`config.mk`:
```
export PLATFORM = sky130hd
export DESIGN_NAME = muldiv_unit
export DESIGN_NICKNAME = d
export VERILOG_FILES = /design/src/rtl/muldiv_pkg.sv /design/src/rtl/muldiv_sign.sv /design/src/rtl/muldiv_unit.sv
export SDC_FILE = /design/constraint.sdc
export NUM_CORES = 1
export LEC_CHECK = 0
export ABC_AREA = 1
export CAP_MARGIN = 20
export CORE_MARGIN = 10
export CORE_UTILIZATION = 40
export DETAILED_ROUTE_END_ITERATION = 8
export HOLD_SLACK_MARGIN = 0.12
export PLACE_DENSITY_LB_ADDON = 0.1
export SLEW_MARGIN = 20
export SYNTH_ARGS = -nofsm -noshare
export SYNTH_HDL_FRONTEND = slang
export SYNTH_SLANG_ARGS = --single-unit
```
`constraint.sdc`:
```
create_clock -name clk -period 3.5 [get_ports clk]
set_clock_uncertainty 0.05 [all_clocks]
set_input_delay 0.875 -clock clk [delete_from_list [all_inputs] [get_ports clk]]
set_output_delay 0.875 -clock clk [all_outputs]
set_load 0.03 [all_outputs]
```
`src/rtl/muldiv_pkg.sv`:
```
// ============================================================================
// Module   : muldiv_pkg
// Brief    : Shared op/state encodings and defaults for the multiply/divide unit.
// Revision : 1.0
// ============================================================================
`default_nettype none

package muldiv_pkg;

    localparam int c_default_width = 32;

    typedef enum logic [1:0] {
        OP_MULT  = 2'b00,
        OP_MULTU = 2'b01,
        OP_DIV   = 2'b10,
        OP_DIVU  = 2'b11
    } op_e;

    typedef enum logic [1:0] {
        ST_IDLE = 2'b00,
        ST_CALC = 2'b01,
        ST_DONE = 2'b10
    } state_e;

    function automatic logic op_is_div(input logic [1:0] op);
        return op[1];
    endfunction

    function automatic logic op_is_signed(input logic [1:0] op);
        return ~op[0];
    endfunction

endpackage

`default_nettype wire

```
`src/rtl/muldiv_sign.sv`:
```
// ============================================================================
// Module   : muldiv_sign
// Brief    : Combinational conditional two's-complement negate (abs / sign fix).
// Revision : 1.0
// ============================================================================
`default_nettype none

module muldiv_sign #(
    parameter int WIDTH = 32
) (
    input  logic [WIDTH-1:0] value,
    input  logic             negate,
    output logic [WIDTH-1:0] result
);

    assign result = negate ? (-value) : value;

endmodule

`default_nettype wire

```
`src/rtl/muldiv_unit.sv`:
```
// ============================================================================
// Module   : muldiv_unit
// Brief    : Iterative MULT/MULTU/DIV/DIVU unit writing results to HI/LO.
// Revision : 1.0
// ============================================================================
`default_nettype none

module muldiv_unit
    import muldiv_pkg::*;
#(
    parameter int WIDTH    = c_default_width,
    parameter bit MUL_FAST = 1'b0
) (
    input  logic             clk,
    input  logic             rst,
    input  logic             start_i,
    input  logic [1:0]       op_i,
    input  logic [WIDTH-1:0] a_i,
    input  logic [WIDTH-1:0] b_i,
    input  logic             cancel_i,
    output logic             busy,
    output logic             stall,
    output logic [WIDTH-1:0] wHiData,
    output logic             whi,
    output logic [WIDTH-1:0] wLoData,
    output logic             wlo
);

    localparam int c_cnt_w = $clog2(WIDTH);
    localparam int c_w2    = 2 * WIDTH;

    state_e               r_state;
    state_e               w_next;
    logic [c_cnt_w-1:0]   r_cnt;
    logic [WIDTH-1:0]     r_m;
    logic [c_w2-1:0]      r_acc;
    logic                 r_is_div;
    logic                 r_neg_q;
    logic                 r_neg_r;

    logic                 w_accept;
    logic                 w_div_req;
    logic                 w_sgn_a;
    logic                 w_sgn_b;
    logic                 w_div_zero;
    logic                 w_fast_mul;
    logic                 w_last;
    logic [WIDTH-1:0]     w_abs_a;
    logic [WIDTH-1:0]     w_abs_b;
    logic [c_w2-1:0]      w_fast_prod;
    logic [WIDTH:0]       w_mul_sum;
    logic [c_w2-1:0]      w_mul_next;
    logic [WIDTH:0]       w_rem_sh;
    logic                 w_div_ge;
    logic [WIDTH-1:0]     w_rem_sub;
    logic [c_w2-1:0]      w_div_next;
    logic [c_w2-1:0]      w_prod;
    logic [WIDTH-1:0]     w_quo;
    logic [WIDTH-1:0]     w_rem;

    assign w_accept   = (r_state == ST_IDLE) & start_i & ~cancel_i;
    assign w_div_req  = op_is_div(op_i);
    assign w_sgn_a    = op_is_signed(op_i) & a_i[WIDTH-1];
    assign w_sgn_b    = op_is_signed(op_i) & b_i[WIDTH-1];
    assign w_div_zero = w_div_req & (b_i == '0);
    assign w_fast_mul = MUL_FAST & ~w_div_req;
    assign w_last     = (r_cnt == c_cnt_w'(WIDTH - 1));

    muldiv_sign #(.WIDTH(WIDTH)) u_abs_a (.value(a_i), .negate(w_sgn_a), .result(w_abs_a));
    muldiv_sign #(.WIDTH(WIDTH)) u_abs_b (.value(b_i), .negate(w_sgn_b), .result(w_abs_b));

    assign w_fast_prod = {{WIDTH{1'b0}}, w_abs_a} * {{WIDTH{1'b0}}, w_abs_b};

    // Shift-add: r_acc = {partial product, remaining multiplier bits}
    assign w_mul_sum  = {1'b0, r_acc[c_w2-1:WIDTH]} + (r_acc[0] ? {1'b0, r_m} : '0);
    assign w_mul_next = {w_mul_sum, r_acc[WIDTH-1:1]};

    // Restoring divide: r_acc = {partial remainder, dividend/quotient bits}
    assign w_rem_sh   = {r_acc[c_w2-1:WIDTH], r_acc[WIDTH-1]};
    assign w_div_ge   = (w_rem_sh >= {1'b0, r_m});
    assign w_rem_sub  = w_rem_sh[WIDTH-1:0] - r_m;
    assign w_div_next = {(w_div_ge ? w_rem_sub : w_rem_sh[WIDTH-1:0]),
                         r_acc[WIDTH-2:0], w_div_ge};

    muldiv_sign #(.WIDTH(c_w2)) u_fix_prod (.value(r_acc), .negate(r_neg_q), .result(w_prod));
    muldiv_sign #(.WIDTH(WIDTH)) u_fix_quo (.value(r_acc[WIDTH-1:0]), .negate(r_neg_q), .result(w_quo));
    muldiv_sign #(.WIDTH(WIDTH)) u_fix_rem (.value(r_acc[c_w2-1:WIDTH]), .negate(r_neg_r), .result(w_rem));

    always_ff @(posedge clk) begin
        if (rst) begin
            r_state <= ST_IDLE;
        end else begin
            r_state <= w_next;
        end
    end

    always_comb begin
        w_next  = r_state;
        busy    = 1'b0;
        whi     = 1'b0;
        wlo     = 1'b0;
        wHiData = '0;
        wLoData = '0;
        stall   = (start_i & ~cancel_i) | (r_state == ST_CALC);
        case (r_state)
            ST_IDLE: begin
                if (w_accept) begin
                    w_next = (w_div_zero || w_fast_mul) ? ST_DONE : ST_CALC;
                end
            end
            ST_CALC: begin
                busy = 1'b1;
                if (w_last) begin
                    w_next = ST_DONE;
                end
            end
            ST_DONE: begin
                busy   = 1'b1;
                w_next = ST_IDLE;
                // A flushed instruction must not reach HI/LO.
                if (!cancel_i) begin
                    whi     = 1'b1;
                    wlo     = 1'b1;
                    wHiData = r_is_div ? w_rem : w_prod[c_w2-1:WIDTH];
                    wLoData = r_is_div ? w_quo : w_prod[WIDTH-1:0];
                end
            end
            default: w_next = ST_IDLE;
        endcase
        if (cancel_i) begin
            w_next = ST_IDLE;
        end
    end

    always_ff @(posedge clk) begin
        if (rst) begin
            r_cnt    <= '0;
            r_m      <= '0;
            r_acc    <= '0;
            r_is_div <= 1'b0;
            r_neg_q  <= 1'b0;
            r_neg_r  <= 1'b0;
        end else if (w_accept) begin
            r_cnt    <= '0;
            r_is_div <= w_div_req;
            if (w_div_zero) begin
                // Divide by zero bypasses CALC: LO = all ones, HI = raw dividend.
                r_m     <= '0;
                r_acc   <= {a_i, {WIDTH{1'b1}}};
                r_neg_q <= 1'b0;
                r_neg_r <= 1'b0;
            end else begin
                r_m     <= w_div_req ? w_abs_b : w_abs_a;
                r_acc   <= w_fast_mul ? w_fast_prod
                                      : {{WIDTH{1'b0}}, (w_div_req ? w_abs_a : w_abs_b)};
                r_neg_q <= w_sgn_a ^ w_sgn_b;
                r_neg_r <= w_sgn_a;
            end
        end else if (r_state == ST_CALC) begin
            r_cnt <= r_cnt + c_cnt_w'(1);
            r_acc <= r_is_div ? w_div_next : w_mul_next;
        end
    end

endmodule

`default_nettype wire
```
# Yosys cells after proc, flatten, opt, wreduce, memory -nomap -nowiden
# Cells that the tools add are included.
[word_totals]
reg_bits = 106
in_bits = 70
out_inout_bits = 68
word_cells = 67
[classes]
n_addsub = 8
order_cmp = 1
eq_ne = 5
n_mux = 29
n_bitwise = 10
reduce_logical = 7
[ops]
columns = ["operator", "n"]
rows = [
  ["$mux 32", 15],
  ["$mux 64", 5],
  ["$neg 32->32", 4],
  ["$neg 64->64", 1],
  ["$add 32x32->33", 1],
  ["$ge 33x32->1", 1],
  ["$logic_not 32->1", 1],
  ["$sub 32x32->32", 1],
  ["$and 1x1->1", 6],
  ["$mux 2", 3],
  ["$reduce_or 2->1", 3],
  ["$add 5x1->5 const B", 1],
  ["$eq 5x5->1 const B", 1],
  ["$mux 1", 5],
  ["$ne 2x2->1 const B", 2],
  ["$pmux 2 s2", 1],
  ["$eq 2x1->1 const B", 1],
  ["$eq 2x2->1 const B", 1],
  ["$logic_not 2->1", 1],
  ["$not 1->1", 2],
  ["$reduce_and 2->1", 1],
  ["$reduce_bool 2->1", 1],
  ["$or 1x1->1", 1],
  ["$xor 1x1->1", 1],
]

# Longest topological paths before layout
# Gate-level depths: netlist of run 1.
[logic_depth]
depth_word = 6
mapped_depth = 20
depth_no_buf = 18

# Modules after synthesis
# Synthesis of run 1 repeated with hierarchy kept, for this count alone.
[hier_totals]
hier_cells = 3564
area_unflattened_um2 = 18601.6
[by_module_without_submodules]
columns = ["module", "n_inst", "cells_per_inst", "area_each_um2", "seq_area_each_um2"]
rows = [
  ["muldiv_unit", 1, 2178, 12076.6, 2122.0],
  ["muldiv_sign (u_abs_a ...)", 4, 225, 1052.3, 0.0],
  ["muldiv_sign (u_fix_prod)", 1, 486, 2316.0, 0.0],
]

# Least setup slack after synthesis of run 1
# No wires, ideal clock.
[synth_path]
path_type = "register to output"
from = "reg r_acc[0]"
to = "out wHiData[20]"
arrival_ns = 2.188
required_ns = 2.575
path_slack_ns = 0.387
stages_incl_launch_ff = 14
path_buffers = 1
cell_sequence = "dfxtp_1 > buf_2 > inv_1 > ha_1 > nand3_1 > nor2_4 > nand4_2 > nor2_2 > nand3_1 > nand2_1 > nand2_1 > o21ai_1 > o21ai_0 > a21oi_1"
[synth_between]
elab_chain_len = 5
[synth_rtl]
columns = ["item", "line", "text"]
rows = [
  ["start: declaration", "muldiv_unit.sv:36", "logic [c_w2-1:0] r_acc;"],
  ["start signal: assignment", "muldiv_unit.sv:149", "r_acc <= {a_i, {WIDTH{1'b1}}};"],
  ["start signal: assignment", "muldiv_unit.sv:154", "r_acc <= w_fast_mul ? w_fast_prod"],
  ["start signal: assignment", "muldiv_unit.sv:161", "r_acc <= r_is_div ? w_div_next : w_mul_next;"],
  ["$neg 64->64", "muldiv_sign.sv:16", "assign result = negate ? (-value) : value;"],
  ["$mux 64", "muldiv_sign.sv:16", ""],
  ["$mux 32", "muldiv_unit.sv:124", "wHiData = r_is_div ? w_rem : w_prod[c_w2-1:WIDTH];"],
  ["$mux 32", "muldiv_unit.sv:121", "if (!cancel_i) begin"],
  ["$mux 32", "muldiv_unit.sv:105", "case (r_state)"],
  ["end: declaration", "muldiv_unit.sv:23", "output logic [WIDTH-1:0] wHiData,"],
]
# Every way passes these cells.

# Worst setup path after layout of run 1
[layout_path]
from = "reg r_acc[1]"
to = "out wHiData[26]"
# Same word-level chain as after synthesis.

==> results.toml, run 1 <==
[route]
ant_nets = 0
route.detailed.drc = 0
wl_mm = 80.5
detailroute.via_count = 20800
dr.pass1.iters = 6
route.detailed.wl_per_inst_um = 22.6
viasPerCell = 5.83
drtIter0Drc = 2809

[floorplanning]
coreArea_um2 = 37800
die-height_um = 216
pin_count = 138
die_area_um2 = 46800
num_rows = 71
initial_core_util = 0.407
die_x_um = 216

[cts]
htree_levels = 3
clkSinkCount = 106
clkLatencyLatePin_ns = 0.38
cts_tree = "built"
cts_inserted_buffers = 9
clk_path_buf_depth = 2
clk_pin_slew_worst_paths_ns = 0.09
clockRootBuffer = "clkbuf_16"
cts_hold_buf = 0

[synthesis]
synth_top_area_frac = 0.189
syn-instance-count = 2854
syn_area_um2 = 15400
synth-edff-count = 0
synth_cell_types = 56
yosysSeqAreaShare = 0.138
yosys-top-cells-area = "nand2_1, dfxtp_1, inv_1"
async_reset_ff_frac = 0
ys_seq_elements = 106
syn_nets = 2999
synth-main-ff-cell = "dfxtp_1"
yosysTopAreaCell = "nand2_1"
yosysWarningCount = 0
avgSynthCellArea_um2 = 5.40

[sta]
setup_viol = 0
period_share = 0.992
tightest_slew_ns = 0.755
relSlewSlack = 0.495
hold_viol = 0
slew_violations = 0
setup-tns-final_ns = 0
timing.fmax_mhz = 288
rsz0062_at_grt = "true"
period_needed_ns = 3.47
whs_ns = 0.420

[layout]
final_net_count = 3191
fillers = 4109
drive_above_1_share = 0.131
fin_util = 0.503
area_growth_pct = 23.6

[min_path]
hold_class = "flop to flop"
holdCritStartpoint = "r_acc[18]"

[power]
p_leak_nw = 9.15
power_per_cell_area_nw_per_um2 = 374
ir_drop_uv = 260

[critical_path]
required_ns = 2.57
crit_fanout = 5
worstSetupStartpoint = "r_acc[1]"
cp_data_arrival_time_ns = 2.55
reg2reg_slack_ns = 0.20
rr_startpoint = "r_acc[0]"
critPathKind = "flop to output pin"
worst_setup_path_start_kind = "flop"
crit_path_end_kind = "output pin"

[grt]
grt_util_met2 = 0.520
overflow = 0
grt_max_degree = 67
grt_pass1_wl_mm = 118
grt_pass1_vias = 19100
grtUsageMet1 = 0.417
antenna_found_initial = 2
grt_use_met3 = 0.0513
globalRouteTotalUtil = 0.326
top_usage_layer = "met2"

[flow_run]
drv_cap = 0

[placement]
routabilityCongestion = 1.06
port_buffers = 137
hpwl_mm = 67.0

[status]
status = "completed"
## per-layer routing
metal	vias up	routed length (um)
met5	-	27
met4	4	4800
met3	209	8080
met2	1241	35800
met1	9628	31900
li1	9688	-
## area by class of cell
cell class	instances	area, um^2	share of cell area
inverters	411	1550	0.0813
multi-input cells	2238	11700	0.614
repair buffers	280	2710	0.142
clock buffers	9	225	0.0118
well taps	511	639	0.0336
clock inverters	7	78.8	0.00414
diodes	1	2.50	0.000131
flip-flops and latches	106	2140	0.113
## cells in the mapped netlist, drive strengths merged (2+ instances only)
| cell | number |
|---|---|
| o22ai | 24 |
| a21o | 5 |
| o21a | 7 |
| nand2 | 786 |
| nand3b | 10 |
| a31oi | 5 |
| fa | 2 |
| nor2 | 351 |
| o211ai | 19 |
| o21bai | 8 |
| clkbuf | 58 |
| a221oi | 19 |
| a22oi | 5 |
| xnor2 | 14 |
| buf | 41 |
| o31ai | 2 |
| and3 | 2 |
| nand3 | 260 |
| o21ai | 220 |
| a21oi | 239 |
| ha | 73 |
| inv | 408 |
| or2 | 6 |
| and2 | 2 |
| clkinv | 3 |
| nor4 | 11 |
| o2111ai | 4 |
| xor2 | 70 |
| nor3 | 45 |
| nand4 | 43 |
| dfxtp | 106 |
## critical path: stages (launching register included)
cell	delay, ns
dfxtp_4	0.38
inv_4	0.07
ha_4	0.14
nand3_4	0.08
nor2_4	0.17
nand4_4	0.15
nor2_4	0.16
nand2_4	0.09
o21ai_4	0.23
o2111ai_2	0.19
nand3_1	0.13
nand2_1	0.07
nor2_2	0.16
buf_6	0.15
## metrics by stage
stage	setup slack [ns]	instances	area, um^2	power, mW
final	0.0290	3563	19000	7.13
after detailed placement	0.103	3529	18200	5.61
after global placement	0.117	3529	18200	5.60
after floorplan	0.387	2854	15400	4.04
after CTS	0.00307	3551	18600	6.78
after global routing	-0.104	3562	19000	7.52
## what timing repair did
| item | in CTS | in global routing |
|---|---|---|
| endpoints found under the setup margin | 22 | 38 |
| resized for setup | 35 | 109 |
| cloned | 0 | 0 |
| pin swaps | 4 | 20 |
| buffers inserted | 6 | 11 |
## cells in the final DEF, fill, tap and decap left out, drive strengths merged, types with 43 or more instances in the layout
master / count
o21ai: 220
dfxtp: 106
nor3: 45
ha: 73
nand2: 786
inv: 413
xor2: 70
clkdlybuf4s50: 69
a21oi: 239
nand3: 260
nand4: 43
nor2: 351
buf: 210
## final timing paths
| path | end | depth (start not counted) |
|---|---|---|
| setup / recovery | wHiData[26] | 13 |
| hold / removal | r_acc[18] | 2 |
| setup reg to reg | r_acc[54] | 15 |
| hold reg to reg | r_acc[18] | 2 |
## registers in the layout (all words and copies together) (netlist names)
register and cells:
r_state 2, r_is_div 1, r_m 32, r_cnt 5, r_neg_r 1, r_acc 64, r_neg_q 1
## power breakdown
part | switching [mW] | internal (mW)
Combinational | 3.06 | 1.45
Clock | 0.582 | 0.513
Sequential | 0.197 | 1.32
Total | 3.84 | 3.29
## cells by family after synthesis
kind of cell,count (synthesis),share of synthesized area
simple gates,1518,0.420
compound gates,560,0.202
buf+inv,510,0.130
flops,106,0.138
xor+xnor,84,0.0478
fa+ha+maj,75,0.0619
mux,1,0.000650
Power figures use the tool's default switching activity.
==> run 2, diff against run 1 <==
--- a/config.mk
+++ b/config.mk
@@ -12,6 +12,7 @@
 export DETAILED_ROUTE_END_ITERATION = 8
 export HOLD_SLACK_MARGIN = 0.12
 export PLACE_DENSITY_LB_ADDON = 0.1
+export REMOVE_ABC_BUFFERS = 1
 export SLEW_MARGIN = 20
 export SYNTH_ARGS = -nofsm -noshare
 export SYNTH_HDL_FRONTEND = slang
==> results.toml, run 2 (synthesis results as in run 1) <==
[status]
status = "completed"

[power]
clkPwrFrac = 0.154
p_sw_mw = 3.86
swShare = 0.539
comb_power_share = 0.635
power_per_cell_area_nw_per_um2 = 374
power_mw = 7.15
ir_drop_uv = 212
intPower_mw = 3.29
p_leak_nw = 9.20
seqPwrFrac = 0.212

[critical_path]
rr_startpoint = "r_acc[38]"
cpMaxStageDelayCell = "dfxtp_4"
worstSetupStartpoint = "r_acc[0]"
cpPeakStageDelay_ns = 0.38
crit_path_end_kind = "output pin"
critPathKind = "flop to output pin"
crit_fanout = 6
r2r_cells = 14
cp_data_arrival_time_ns = 2.54
path_cells = "inv_4, ha_4, nand3_4, nor2_4, nand4_4, nor2_4, nand2_4, o21ai_4, o211ai_1, nand3_1, nand2_1, nor2_2, buf_6"
r2r-end = "r_acc[35]"
required_ns = 2.57
reg2reg_slack_ns = 0.22
crit_top_cell = "nor2_4"
worst_setup_path_start_kind = "flop"

[floorplanning]
initial_core_util = 0.407
die-height_um = 216
die_area_um2 = 46800
die_x_um = 216
pin_count = 138
coreArea_um2 = 37800
num_rows = 71

[layout]
drive_above_1_share = 0.132
layout_common_cells = "nand2_1, inv_1, nor2_1, nand3_1, a21oi_1"
multi_input_area_um2 = 11600
fillers = 4199
n_antenna_cell = 0
design_area_um2 = 19100
largestRegisters = "r_acc x64, r_m x32, r_cnt x5"
regArea_um2 = 2150
largest_reg_flops = 64
layout_commonest_cell = "nand2_1"
area_growth_pct = 24.2
largest_register = "r_acc"
final_net_count = 3195

[cts]
cts_hold_buf = 0
htree_levels = 3
clkLatencyLatePin_ns = 0.38
clkSinkCount = 106
cts_inserted_buffers = 9
cts_tree = "built"
clockRootBuffer = "clkbuf_16"
clk_path_buf_depth = 2
clk_pin_slew_worst_paths_ns = 0.10

[sta]
hold_viol = 0
fin_ws_ns = 0.0348
tightest_slew_ns = 0.667
setup_viol = 0
rsz0062_at_grt = "true"
slew_violations = 0
period_share = 0.990
timing.fmax_mhz = 289
period_needed_ns = 3.47
setup-tns-final_ns = 0
relSlewSlack = 0.551
whs_ns = 0.423

[flow_run]
drv_cap = 0

[grt]
grt_max_degree = 66
antenna_found_initial = 0
globalRouteTotalUtil = 0.333
grt_pass1_wl_mm = 120
grt_pass1_vias = 19300
overflow = 0

[route]
wl_met1_mm = 32.9
wl_mm = 81.3
viasPerCell = 5.76
dr.pass1.iters = 7
wl_met3_mm = 7.71
route.detailed.drc = 0
ant_nets = 0
wl_met2_mm = 35.2
top_layer_used = "met4"
detailroute.via_count = 20600
drtIter0Drc = 2517
route.detailed.wl_per_inst_um = 22.8

[min_path]
hold_depth = 2
hold_class = "flop to flop"
holdPathEnd = "r_cnt[4]"
holdCritStartpoint = "r_cnt[4]"

[placement]
hpwl_mm = 68.2
port_buffers = 137
placed_area_um2 = 18300
dp_slack_ns = 0.0540
routabilityCongestion = 1.12
==> run 2: changes by cell type in the layout (fill, tap and decap cells not counted), moves of 3 or more <==
| cell | previous run | this run |
|---|---|---|
| o21ai_0 | 199 | 202 |
| buf_12 | 34 | 42 |
| inv_1 | 394 | 391 |
| nor2_4 | 20 | 15 |
| buf_6 | 4 | 7 |
| nand2_1 | 766 | 763 |
| nor2_1 | 284 | 290 |
| inv_6 | 4 | 1 |
| buf_4 | 171 | 164 |
| o21ai_1 | 15 | 12 |
==> run 2: per-stage QoR <==
step | std cells | util
2_1_floorplan | 2755 | -
3_3_place_gp | 3531 | 0.483
3_5_place_dp | 3531 | 0.483
4_1_cts | 3553 | 0.496
5_1_grt | 3566 | 0.506
6_report | 3566 | 0.506
==> run 2: area by class of cell <==
class | instances | share of cell area
repair buffers | 284 | 0.149
multi-input cells | 2238 | 0.608
flip-flops and latches | 106 | 0.112
well taps | 511 | 0.0334
clock buffers | 9 | 0.0118
clock inverters | 7 | 0.00425
inverters | 411 | 0.0810
==> run 2: layer usage <==
layer,up-vias,GRT usage
li1,9697,-
met1,9461,0.424
met2,1170,0.520
met3,225,0.0528
met4,0,0.199
met5,-,0
==> run 2: power by group through the flow <==
stage	clock, mW	sequential [mW]	combinational, mW
global placement	0	1.51	4.12
finish	1.10	1.51	4.54
CTS	1.10	1.48	4.22
floorplan	0	1.46	2.48
global route	1.14	1.51	4.88
detailed placement	0	1.51	4.12
==> run 2: repair_timing <==
action	CTS	global route
endpoints found under the setup margin	27	44
gates resized for setup	34	104
buffers inserted	6	13
pin swaps	9	25
==> run 2: worst max-delay path: cells and delay by family, from the launching register on <==
| kind | cells | cell delay (ns) |
|---|---|---|
| fa+ha+maj | 1 | 0.13 |
| flops | 1 | 0.38 |
| simple gates | 8 | 1.01 |
| buf+inv | 2 | 0.22 |
| compound gates | 2 | 0.39 |
==> run 2: worst max-delay path by stage <==
stage | cells past startpoint | slack (ns) | end
2_1_floorplan | 3 | -2.03 | wLoData[12]
3_3_place_gp | 7 | 0.07 | wLoData[27]
3_5_place_dp | 7 | 0.05 | wLoData[27]
4_1_cts | 12 | -0.008 | wHiData[5]
5_1_grt | 13 | -0.08 | wHiData[10]
6_report | 13 | 0.03 | wHiData[10]
